File: src/rtl/ram_pkg.sv
// Shared constants and byte helpers for the ram_sdp family of memories.
package ram_pkg;

    localparam int RDW_READ_FIRST  = 0;
    localparam int RDW_WRITE_FIRST = 1;

    // Helpers operate at a fixed maximum width; callers cast to their own width.
    localparam int MAX_BYTES = 64;
    localparam int MAX_W     = 8 * MAX_BYTES;

    function automatic logic byte_parity(input logic [7:0] b);
        return ^b;
    endfunction

    function automatic logic [MAX_W-1:0] strb_merge(input logic [MAX_W-1:0]     old_w,
                                                    input logic [MAX_W-1:0]     new_w,
                                                    input logic [MAX_BYTES-1:0] strb);
        logic [MAX_W-1:0] m;
        m = old_w;
        for (int i = 0; i < MAX_BYTES; i++) begin
            if (strb[i]) m[8*i +: 8] = new_w[8*i +: 8];
        end
        return m;
    endfunction

endpackage

File: src/rtl/ram_sdp_rdpipe.sv
// Read-result delay line: valid/err/payload registered READ_LATENCY times, payload held while idle.
module ram_sdp_rdpipe #(
    parameter int W            = 8,
    parameter int READ_LATENCY = 1
) (
    input  logic         clk,
    input  logic         rst_n,
    input  logic         i_vld,
    input  logic         i_err,
    input  logic [W-1:0] i_data,
    output logic         o_vld,
    output logic         o_err,
    output logic [W-1:0] o_data
);

    logic         r_vld  [READ_LATENCY];
    logic         r_err  [READ_LATENCY];
    logic [W-1:0] r_data [READ_LATENCY];

    always_ff @(posedge clk) begin
        if (!rst_n) begin
            for (int s = 0; s < READ_LATENCY; s++) begin
                r_vld[s]  <= 1'b0;
                r_err[s]  <= 1'b0;
                r_data[s] <= '0;
            end
        end else begin
            r_vld[0] <= i_vld;
            r_err[0] <= i_vld & i_err;
            if (i_vld) r_data[0] <= i_data;
            for (int s = 1; s < READ_LATENCY; s++) begin
                r_vld[s] <= r_vld[s-1];
                r_err[s] <= r_err[s-1];
                if (r_vld[s-1]) r_data[s] <= r_data[s-1];
            end
        end
    end

    assign o_vld  = r_vld[READ_LATENCY-1];
    assign o_err  = r_err[READ_LATENCY-1];
    assign o_data = r_data[READ_LATENCY-1];

endmodule

File: src/rtl/ram_sdp.sv
// Simple dual-port RAM with byte strobes, range checks and configurable read latency.
// Optional per-byte parity storage and checking when RAM_SDP_PARITY_EN is defined.
module ram_sdp
    import ram_pkg::*;
#(
    parameter int    DATA_WIDTH    = 8,
    parameter int    ADDR_WIDTH    = 16,
    parameter int    DEPTH         = 256,
    parameter int    READ_LATENCY  = 1,
    parameter int    RDW_MODE      = 0,
    parameter string MEM_INIT_FILE = ""
) (
    input  logic                    clk,
    input  logic                    rst_n,
    input  logic                    wr_en,
    input  logic [ADDR_WIDTH-1:0]   wr_addr,
    input  logic [DATA_WIDTH-1:0]   wr_data,
    input  logic [DATA_WIDTH/8-1:0] wr_strb,
    input  logic                    rd_en,
    input  logic [ADDR_WIDTH-1:0]   rd_addr,
    output logic [DATA_WIDTH-1:0]   rd_data,
    output logic                    rd_valid,
    output logic                    rd_err,
    output logic                    wr_err
`ifdef RAM_SDP_PARITY_EN
    ,
    output logic [DATA_WIDTH/8-1:0] rd_perr
`endif
);

    localparam int NB    = DATA_WIDTH / 8;
    localparam int IDX_W = (DEPTH > 1) ? $clog2(DEPTH) : 1;
`ifdef RAM_SDP_PARITY_EN
    localparam int PW    = DATA_WIDTH + NB;
`else
    localparam int PW    = DATA_WIDTH;
`endif
    // One extra bit so DEPTH == 2**ADDR_WIDTH still compares correctly.
    localparam logic [ADDR_WIDTH:0] DEPTH_C = (ADDR_WIDTH+1)'(DEPTH);

    logic [DATA_WIDTH-1:0] r_mem [DEPTH];
    logic                  r_wr_err;

    logic                  w_wr_in, w_rd_in, w_wr_ok, w_rdw_fwd;
    logic [IDX_W-1:0]      w_wr_idx, w_rd_idx;
    logic [DATA_WIDTH-1:0] w_wr_word, w_rd_word;
    logic [PW-1:0]         w_rd_pay, w_out_pay;

    assign w_wr_in   = {1'b0, wr_addr} < DEPTH_C;
    assign w_rd_in   = {1'b0, rd_addr} < DEPTH_C;
    assign w_wr_ok   = rst_n & wr_en & w_wr_in;
    assign w_wr_idx  = wr_addr[IDX_W-1:0];
    assign w_rd_idx  = rd_addr[IDX_W-1:0];
    assign w_rdw_fwd = (RDW_MODE == RDW_WRITE_FIRST) && w_wr_ok && (wr_addr == rd_addr);
    assign w_wr_word = DATA_WIDTH'(strb_merge(MAX_W'(r_mem[w_wr_idx]), MAX_W'(wr_data),
                                              MAX_BYTES'(wr_strb)));

    always_comb begin
        w_rd_word = '0;
        if (w_rd_in) w_rd_word = w_rdw_fwd ? w_wr_word : r_mem[w_rd_idx];
    end

`ifdef RAM_SDP_PARITY_EN
    logic [NB-1:0] r_par [DEPTH];
    logic [NB-1:0] w_wr_par, w_rd_par, w_rd_perr;

    always_comb begin
        w_wr_par = r_par[w_wr_idx];
        for (int i = 0; i < NB; i++) begin
            if (wr_strb[i]) w_wr_par[i] = byte_parity(wr_data[8*i +: 8]);
        end
    end

    always_comb begin
        w_rd_par = '0;
        if (w_rd_in) w_rd_par = w_rdw_fwd ? w_wr_par : r_par[w_rd_idx];
        for (int i = 0; i < NB; i++) begin
            w_rd_perr[i] = w_rd_in & (byte_parity(w_rd_word[8*i +: 8]) ^ w_rd_par[i]);
        end
    end

    assign w_rd_pay = {w_rd_perr, w_rd_word};
`else
    assign w_rd_pay = w_rd_word;
`endif

    always_ff @(posedge clk) begin
        if (w_wr_ok) begin
            r_mem[w_wr_idx] <= w_wr_word;
`ifdef RAM_SDP_PARITY_EN
            r_par[w_wr_idx] <= w_wr_par;
`endif
        end
    end

    always_ff @(posedge clk) begin
        if (!rst_n) r_wr_err <= 1'b0;
        else        r_wr_err <= wr_en & ~w_wr_in;
    end

    ram_sdp_rdpipe #(
        .W            (PW),
        .READ_LATENCY (READ_LATENCY)
    ) u_rdpipe (
        .clk    (clk),
        .rst_n  (rst_n),
        .i_vld  (rd_en),
        .i_err  (~w_rd_in),
        .i_data (w_rd_pay),
        .o_vld  (rd_valid),
        .o_err  (rd_err),
        .o_data (w_out_pay)
    );

`ifdef RAM_SDP_PARITY_EN
    assign {rd_perr, rd_data} = w_out_pay;
`else
    assign rd_data = w_out_pay;
`endif
    assign wr_err = r_wr_err;

endmodule
File: config.mk
export PLATFORM = sky130hd
export DESIGN_NAME = ram_sdp
export DESIGN_NICKNAME = d
export VERILOG_FILES = /design/src/rtl/ram_pkg.sv /design/src/rtl/ram_sdp_rdpipe.sv /design/src/rtl/ram_sdp.sv
export SDC_FILE = /design/constraint.sdc
export NUM_CORES = 2
export LEC_CHECK = 0
export ABC_AREA = 1
export BUFFER_PORTS_ARGS = -buffer_cell sky130_fd_sc_hd__buf_4
export CAP_MARGIN = 40
export CORE_MARGIN = 2
export CORE_UTILIZATION = 45
export DETAILED_ROUTE_END_ITERATION = 10
export PLACE_DENSITY = 0.59
export REMOVE_ABC_BUFFERS = 1
export SKIP_LAST_GASP = 1
export SYNTH_ARGS = -nofsm -noshare
export SYNTH_HDL_FRONTEND = slang
export SYNTH_SLANG_ARGS = --single-unit
File: constraint.sdc
create_clock -name clk -period 3.1 [get_ports clk]
set_input_delay 0.62 -clock clk [delete_from_list [all_inputs] [get_ports clk]]
set_output_delay 0.62 -clock clk [all_outputs]
set_load 0.01 [all_outputs]
Word-level counts from Yosys, hierarchy flattened
Memories as Yosys holds them, arrays and structs flattened.
Index checks and enable logic that the tools add are counted.
{"block": "word_totals", "output_inout_bits": 11, "ram_bits": 2058, "ff_bits": 1, "in_bits": 45, "n_memories": 4}
{"memory": "r_mem", "words": 256, "word_bits": 8, "rd": 1, "rd_ports_with_merged_regs": 0, "write_ports": 1, "line": "ram_sdp.sv:41", "text": "logic [DATA_WIDTH-1:0] r_mem [DEPTH];"}
{"memory": "u_rdpipe.r_data", "words": 1, "word_bits": 8, "rd": 1, "rd_ports_with_merged_regs": 0, "write_ports": 1, "line": "ram_sdp_rdpipe.sv:18", "text": "logic [W-1:0] r_data [READ_LATENCY];"}
{"memory": "u_rdpipe.r_err", "words": 1, "word_bits": 1, "rd": 1, "rd_ports_with_merged_regs": 0, "write_ports": 1, "line": "ram_sdp_rdpipe.sv:17", "text": "logic r_err [READ_LATENCY];"}
{"memory": "u_rdpipe.r_vld", "words": 1, "word_bits": 1, "rd": 1, "rd_ports_with_merged_regs": 0, "write_ports": 1, "line": "ram_sdp_rdpipe.sv:16", "text": "logic r_vld [READ_LATENCY];"}
{"block": "classes", "n_bitwise": 6, "n_reduce_logical": 4, "order_cmp": 2, "mux": 15, "n_eq_ne": 1}
{"operator": "$lt 16x9->1 const B", "n": 2}
{"operator": "$mux 8", "n": 3}
{"operator": "$mux 1", "n": 12}
{"operator": "$reduce_or 8->1", "n": 1}
{"operator": "$and 1x1->1", "n": 4}
{"operator": "$not 1->1", "n": 2}
{"operator": "$reduce_and 2->1", "n": 1}
{"operator": "$reduce_or 1->1", "n": 2}
{"operator": "$ne 1x1->1 const B", "n": 1}

Longest topological paths before layout
{"block": "depth", "depth_word": 5, "ltp_mapped": 15}

Cells and area by module
A second synthesis with hierarchy kept.
{"block": "hier_totals", "cells_unflattened": 7013, "area_unflattened_um2": 84185.7}
{"module": "ram_sdp", "n_inst": 1, "area_each_um2": 83820.4, "cells_each": 6981, "seq_area_each_um2": 61519.0}
{"module": "ram_sdp_rdpipe", "n_inst": 1, "area_each_um2": 365.4, "cells_each": 32, "seq_area_each_um2": 280.3}

Worst setup path after synthesis
Ideal clock, no wire load.
{"block": "synth_timing", "kind": "input port to flip-flop", "startpoint": "in wr_addr[15]", "endpoint": "mem r_mem[105][0], enable pin", "stages": 7, "path_slack_ps": 531, "t_arrival_ps": 2198, "t_required_ps": 2730, "setup_ps": 370, "n_path_buf": 1, "path_cell_list": "nor4_1 > and2_2 > nand4_4 > nor2_8 > nand4_4 > buf_2 > nor2_1"}
{"block": "synth_between", "elab_chain_len": 5}
{"element": "start, declared", "line": "ram_sdp.sv:16", "text": "input logic [ADDR_WIDTH-1:0] wr_addr,"}
{"element": "$lt 16x9->1", "line": "ram_sdp.sv:49", "text": "assign w_wr_in = {1'b0, wr_addr} < DEPTH_C;"}
{"element": "$and 1x1->1", "line": "ram_sdp.sv:51", "text": "assign w_wr_ok = rst_n & wr_en & w_wr_in;"}
{"element": "$mux 1", "line": "ram_sdp.sv:88", "text": "if (w_wr_ok) begin"}
{"element": "$mux 1 (implied by the code)", "line": "ram_sdp.sv:89", "text": "r_mem[w_wr_idx] <= w_wr_word;"}
{"element": "$reduce_and 2->1 (no source line)"}
{"element": "end, declared", "line": "ram_sdp.sv:41"}
Every way passes these cells.

Worst setup path in the final report
{"block": "layout_timing", "startpoint": "in rd_addr[0]", "endpoint": "mem u_rdpipe.r_data[0][5] (data pin)"}
{"block": "layout_between", "elab_chain_len": 3, "word_cells_on_any_way": 4}
{"element": "start, declared", "line": "ram_sdp.sv:20", "text": "input logic [ADDR_WIDTH-1:0] rd_addr,"}
{"element": "$mem_v2 256x8 / $lt 16x9->1 (equally long branches)"}
{"element": "$mux 8 (*)", "line": "ram_sdp.sv:60", "text": "if (w_rd_in) w_rd_word = w_rdw_fwd ? w_wr_word : r_mem[w_rd_idx];"}
{"element": "$mux 8 (no source line) (*)"}
{"element": "end, declared", "line": "ram_sdp_rdpipe.sv:18"}
Mark *: on every way between the ends. The rest lies on a longest branch, timed or not.

==> flow_summary.json <==
{
  "status": "complete, no violations",
  "antenna_cells": 0,
  "boundaryPins": 56,
  "setup_viol": 0,
  "clock_power_share_pct": 40.8,
  "yosysWarningCount": 0,
  "via_per_inst": 5.64,
  "fin_area_mm2": 0.0970,
  "num_rows": 158,
  "syn_inst": 6994,
  "start_util_pct": 45.3,
  "clockRootBuffer": "clkbuf_16",
  "worstPathRequired_ns": 3.80,
  "cp.arrival_ns": 3.32,
  "wl_um": 240000,
  "fill_cells": 15800,
  "crit_type": "in -> reg",
  "cap_violations": 0,
  "clk_path_buf_depth": 3,
  "finalMaxSlewViolations": 0,
  "clock.fmax_ghz": 0.381,
  "synth_edf_count": 2056,
  "slew-limit-headroom_pct": 40.6,
  "yosysTopAreaCell": "edfxtp_1",
  "wl_per_cell_um": 24.1,
  "grt_pass1_wl_um": 353000,
  "port_buffers": 55,
  "place_area_mm2": 0.0906,
  "ys_top_cells_by_count": "2,070 x nand2_1, 2,056 x edfxtp_1, 1,928 x nand3_1",
  "dp_hpwl_um": 146000,
  "tritoncts": "done",
  "setup_ws_ns": 0.473,
  "die_area_mm2": 0.190,
  "path_cells": "buf_8 > clkinv_16 > buf_4 > buf_4 > nand2_1 > nand3_1 > nand3_1 > nand3_1 > nand3_1 > nand3_1 > nand3_1 > nand3_1 > nand2_1 > nor2_1",
  "synth-seq-cells": 2059,
  "grt_setup_unrepaired": "no",
  "slowest_delay_ns": 0.39,
  "antenna_found_initial": 7,
  "p_sw_w": 0.0131,
  "r2r_cells": 10,
  "dr.pass1.iters": 7,
  "die_h_um": 436,
  "critPathLaunchType": "primary input",
  "crit_top_cell": "nand3_1",
  "drive_gt1_share_pct": 12.5,
  "whs_path_depth": 1,
  "synth-main-ff-cell": "edfxtp_1",
  "drt-initial-drc-count": 6398,
  "multiInputGateArea_mm2": 0.0195,
  "gp_routability_congestion": 0.878,
  "nets": 7396,
  "seq_area_mm2": 0.0618,
  "hold_path_class": "in -> reg",
  "cp-end-kind": "flip-flop",
  "synthArstFlopShare_pct": 0,
  "stdcell_count": 9991,
  "synth_seq_area_share_pct": 73.7,
  "pwr-share-seq_pct": 52.8,
  "setup_tns_ns": 0,
  "synthDistinctLibCells": 21,
  "swShare_pct": 22.6,
  "period_share_pct": 84.7,
  "combPwrFrac_pct": 6.4,
  "pre_cts_ws_ns": -0.253,
  "critical_path.max_fanout": 35,
  "grt_max_degree": 85,
  "syn_area_mm2": 0.0839,
  "hold_viol": 0,
  "grt_usage_pct": 24.9,
  "grt_pass1_vias": 54200,
  "avgSynthCellArea_um2": 12.0,
  "drc": 0,
  "skew_ns": 0.0548,
  "synth.most_common_cell": "nand2_1",
  "overflow": 0,
  "worst_pin_slew_ns": 0.889,
  "power.density_mw_per_mm2": 598,
  "clk_pin_slew_ns": 0.06,
  "area_growth_pct": 15.6,
  "synth.area.top_cells": "edfxtp_1 74%, nand3_1 12%, nand2_1 9.3%",
  "finalCoreUtilization_pct": 52.3,
  "yosysTopAreaCellShare_pct": 73.6,
  "placed_cells": 9617,
  "critPathSlowestCell": "buf_4",
  "core_area_mm2": 0.185,
  "vias": 56300,
  "period_needed_ns": 2.63,
  "clock_latency_ns": 0.85,
  "p_leak_nw": 34.4,
  "numCtsBuffers": 205,
  "htreeDepth": 4,
  "vdd_drop_max_mv": 0.469,
  "cts_sinks": 2059,
  "dieWidth_um": 436,
  "ant_nets": 0,
  "p_int_w": 0.0449
}
-- cell usage in the layout (no fill, tap or decap) --
cell,n
inv_8,2
and2_2,1
o21ai_0,32
inv_4,1
nand4_4,17
nor2_2,19
inv_2,1
buf_6,1
buf_12,99
clkinv_8,5
clkinv_16,2
inv_16,2
clkbuf_16,206
clkinv_2,32
clkbuf_1,44
buf_8,11
nor4_1,4
clkinv_1,55
bufinv_16,13
edfxtp_1,2056
nand3_1,1928
dlygate4sd3_1,7
nor2_1,325
dfxtp_1,3
clkinv_4,1
a21oi_1,17
buf_4,516
nor2_8,2
nand2_1,2070
inv_6,5
clkinvlp_4,3
inv_1,15
o22ai_1,16
-- power groups by stage --
stage / sequential [W] / clock [W] / combinational, W
after global placement: 0.0312 / 0 / 0.00368
after floorplan: 0.0312 / 0 / 0.00153
after detailed placement: 0.0312 / 0 / 0.00370
final: 0.0306 / 0.0237 / 0.00372
after global routing: 0.0306 / 0.0251 / 0.00401
after CTS: 0.0306 / 0.0240 / 0.00371
-- flip-flops by register name, indices dropped and copies added, names as in the netlist --
register / count
wr_err: 1
u_rdpipe.r_data: 8
r_mem: 2048
u_rdpipe.r_err: 1
u_rdpipe.r_vld: 1
-- cell families after synthesis --
group,after synthesis,share of synthesized area [%]
AOI/OAI and AO/OA,65,0.412
and+or+nand+nor,4366,22.9
buffers and inverters,504,3.03
DFF,2059,73.7
-- final timing paths --
path	start	endpoint	slack, ns
setup / recovery	rd_addr[0]	u_rdpipe.r_data[0][5]	0.47
setup reg to reg	r_mem[56][6]	u_rdpipe.r_data[0][6]	0.82
hold reg to reg	r_mem[200][3]	u_rdpipe.r_data[0][3]	1.15
hold / removal	wr_data[6]	r_mem[8][6]	0.18
-- per-stage QoR --
| stage | total power [W] | hold WS (ns) |
|---|---|---|
| 3_3_place_gp | 0.0349 | 0.863 |
| 6_report | 0.0580 | 0.179 |
| 2_1_floorplan | 0.0328 | 0.719 |
| 3_5_place_dp | 0.0349 | 0.862 |
| 5_1_grt | 0.0597 | 0.141 |
| 4_1_cts | 0.0583 | 0.117 |
-- worst max-delay path: cells and delay by family --
| kind | cells | cell delay (ns) |
|---|---|---|
| buffers and inverters | 4 | 1.01 |
| and+or+nand+nor | 10 | 1.55 |
-- final cells by class --
type,count,area share [%]
tap,2480,3.20
inverter,20,0.123
timing repair buffer,634,6.29
multi-input combinational,4431,20.1
sequential,2059,63.7
clock inverter,117,1.01
clock buffer,250,5.49
-- what timing repair did --
| action | 4_1_cts | 5_1_grt |
|---|---|---|
| endpoints found under the setup margin | 0 | 0 |
| gates resized for setup | 0 | 0 |
| hold buffers | 7 | 0 |
| endpoints found under the hold margin | 3 | 0 |
| setup buffers | 0 | 0 |
-- per-layer routing --
| metal | GRT usage (%) | vias up | wire [µm] |
|---|---|---|---|
| li1 | - | 25600 | - |
| met1 | 34.6 | 27900 | 99900 |
| met2 | 39.6 | 2370 | 113000 |
| met3 | 4.00 | 437 | 18800 |
| met4 | 9.21 | 6 | 9010 |
| met5 | 0 | - | 42 |
No activity file was read; power rests on OpenSTA's default activity.
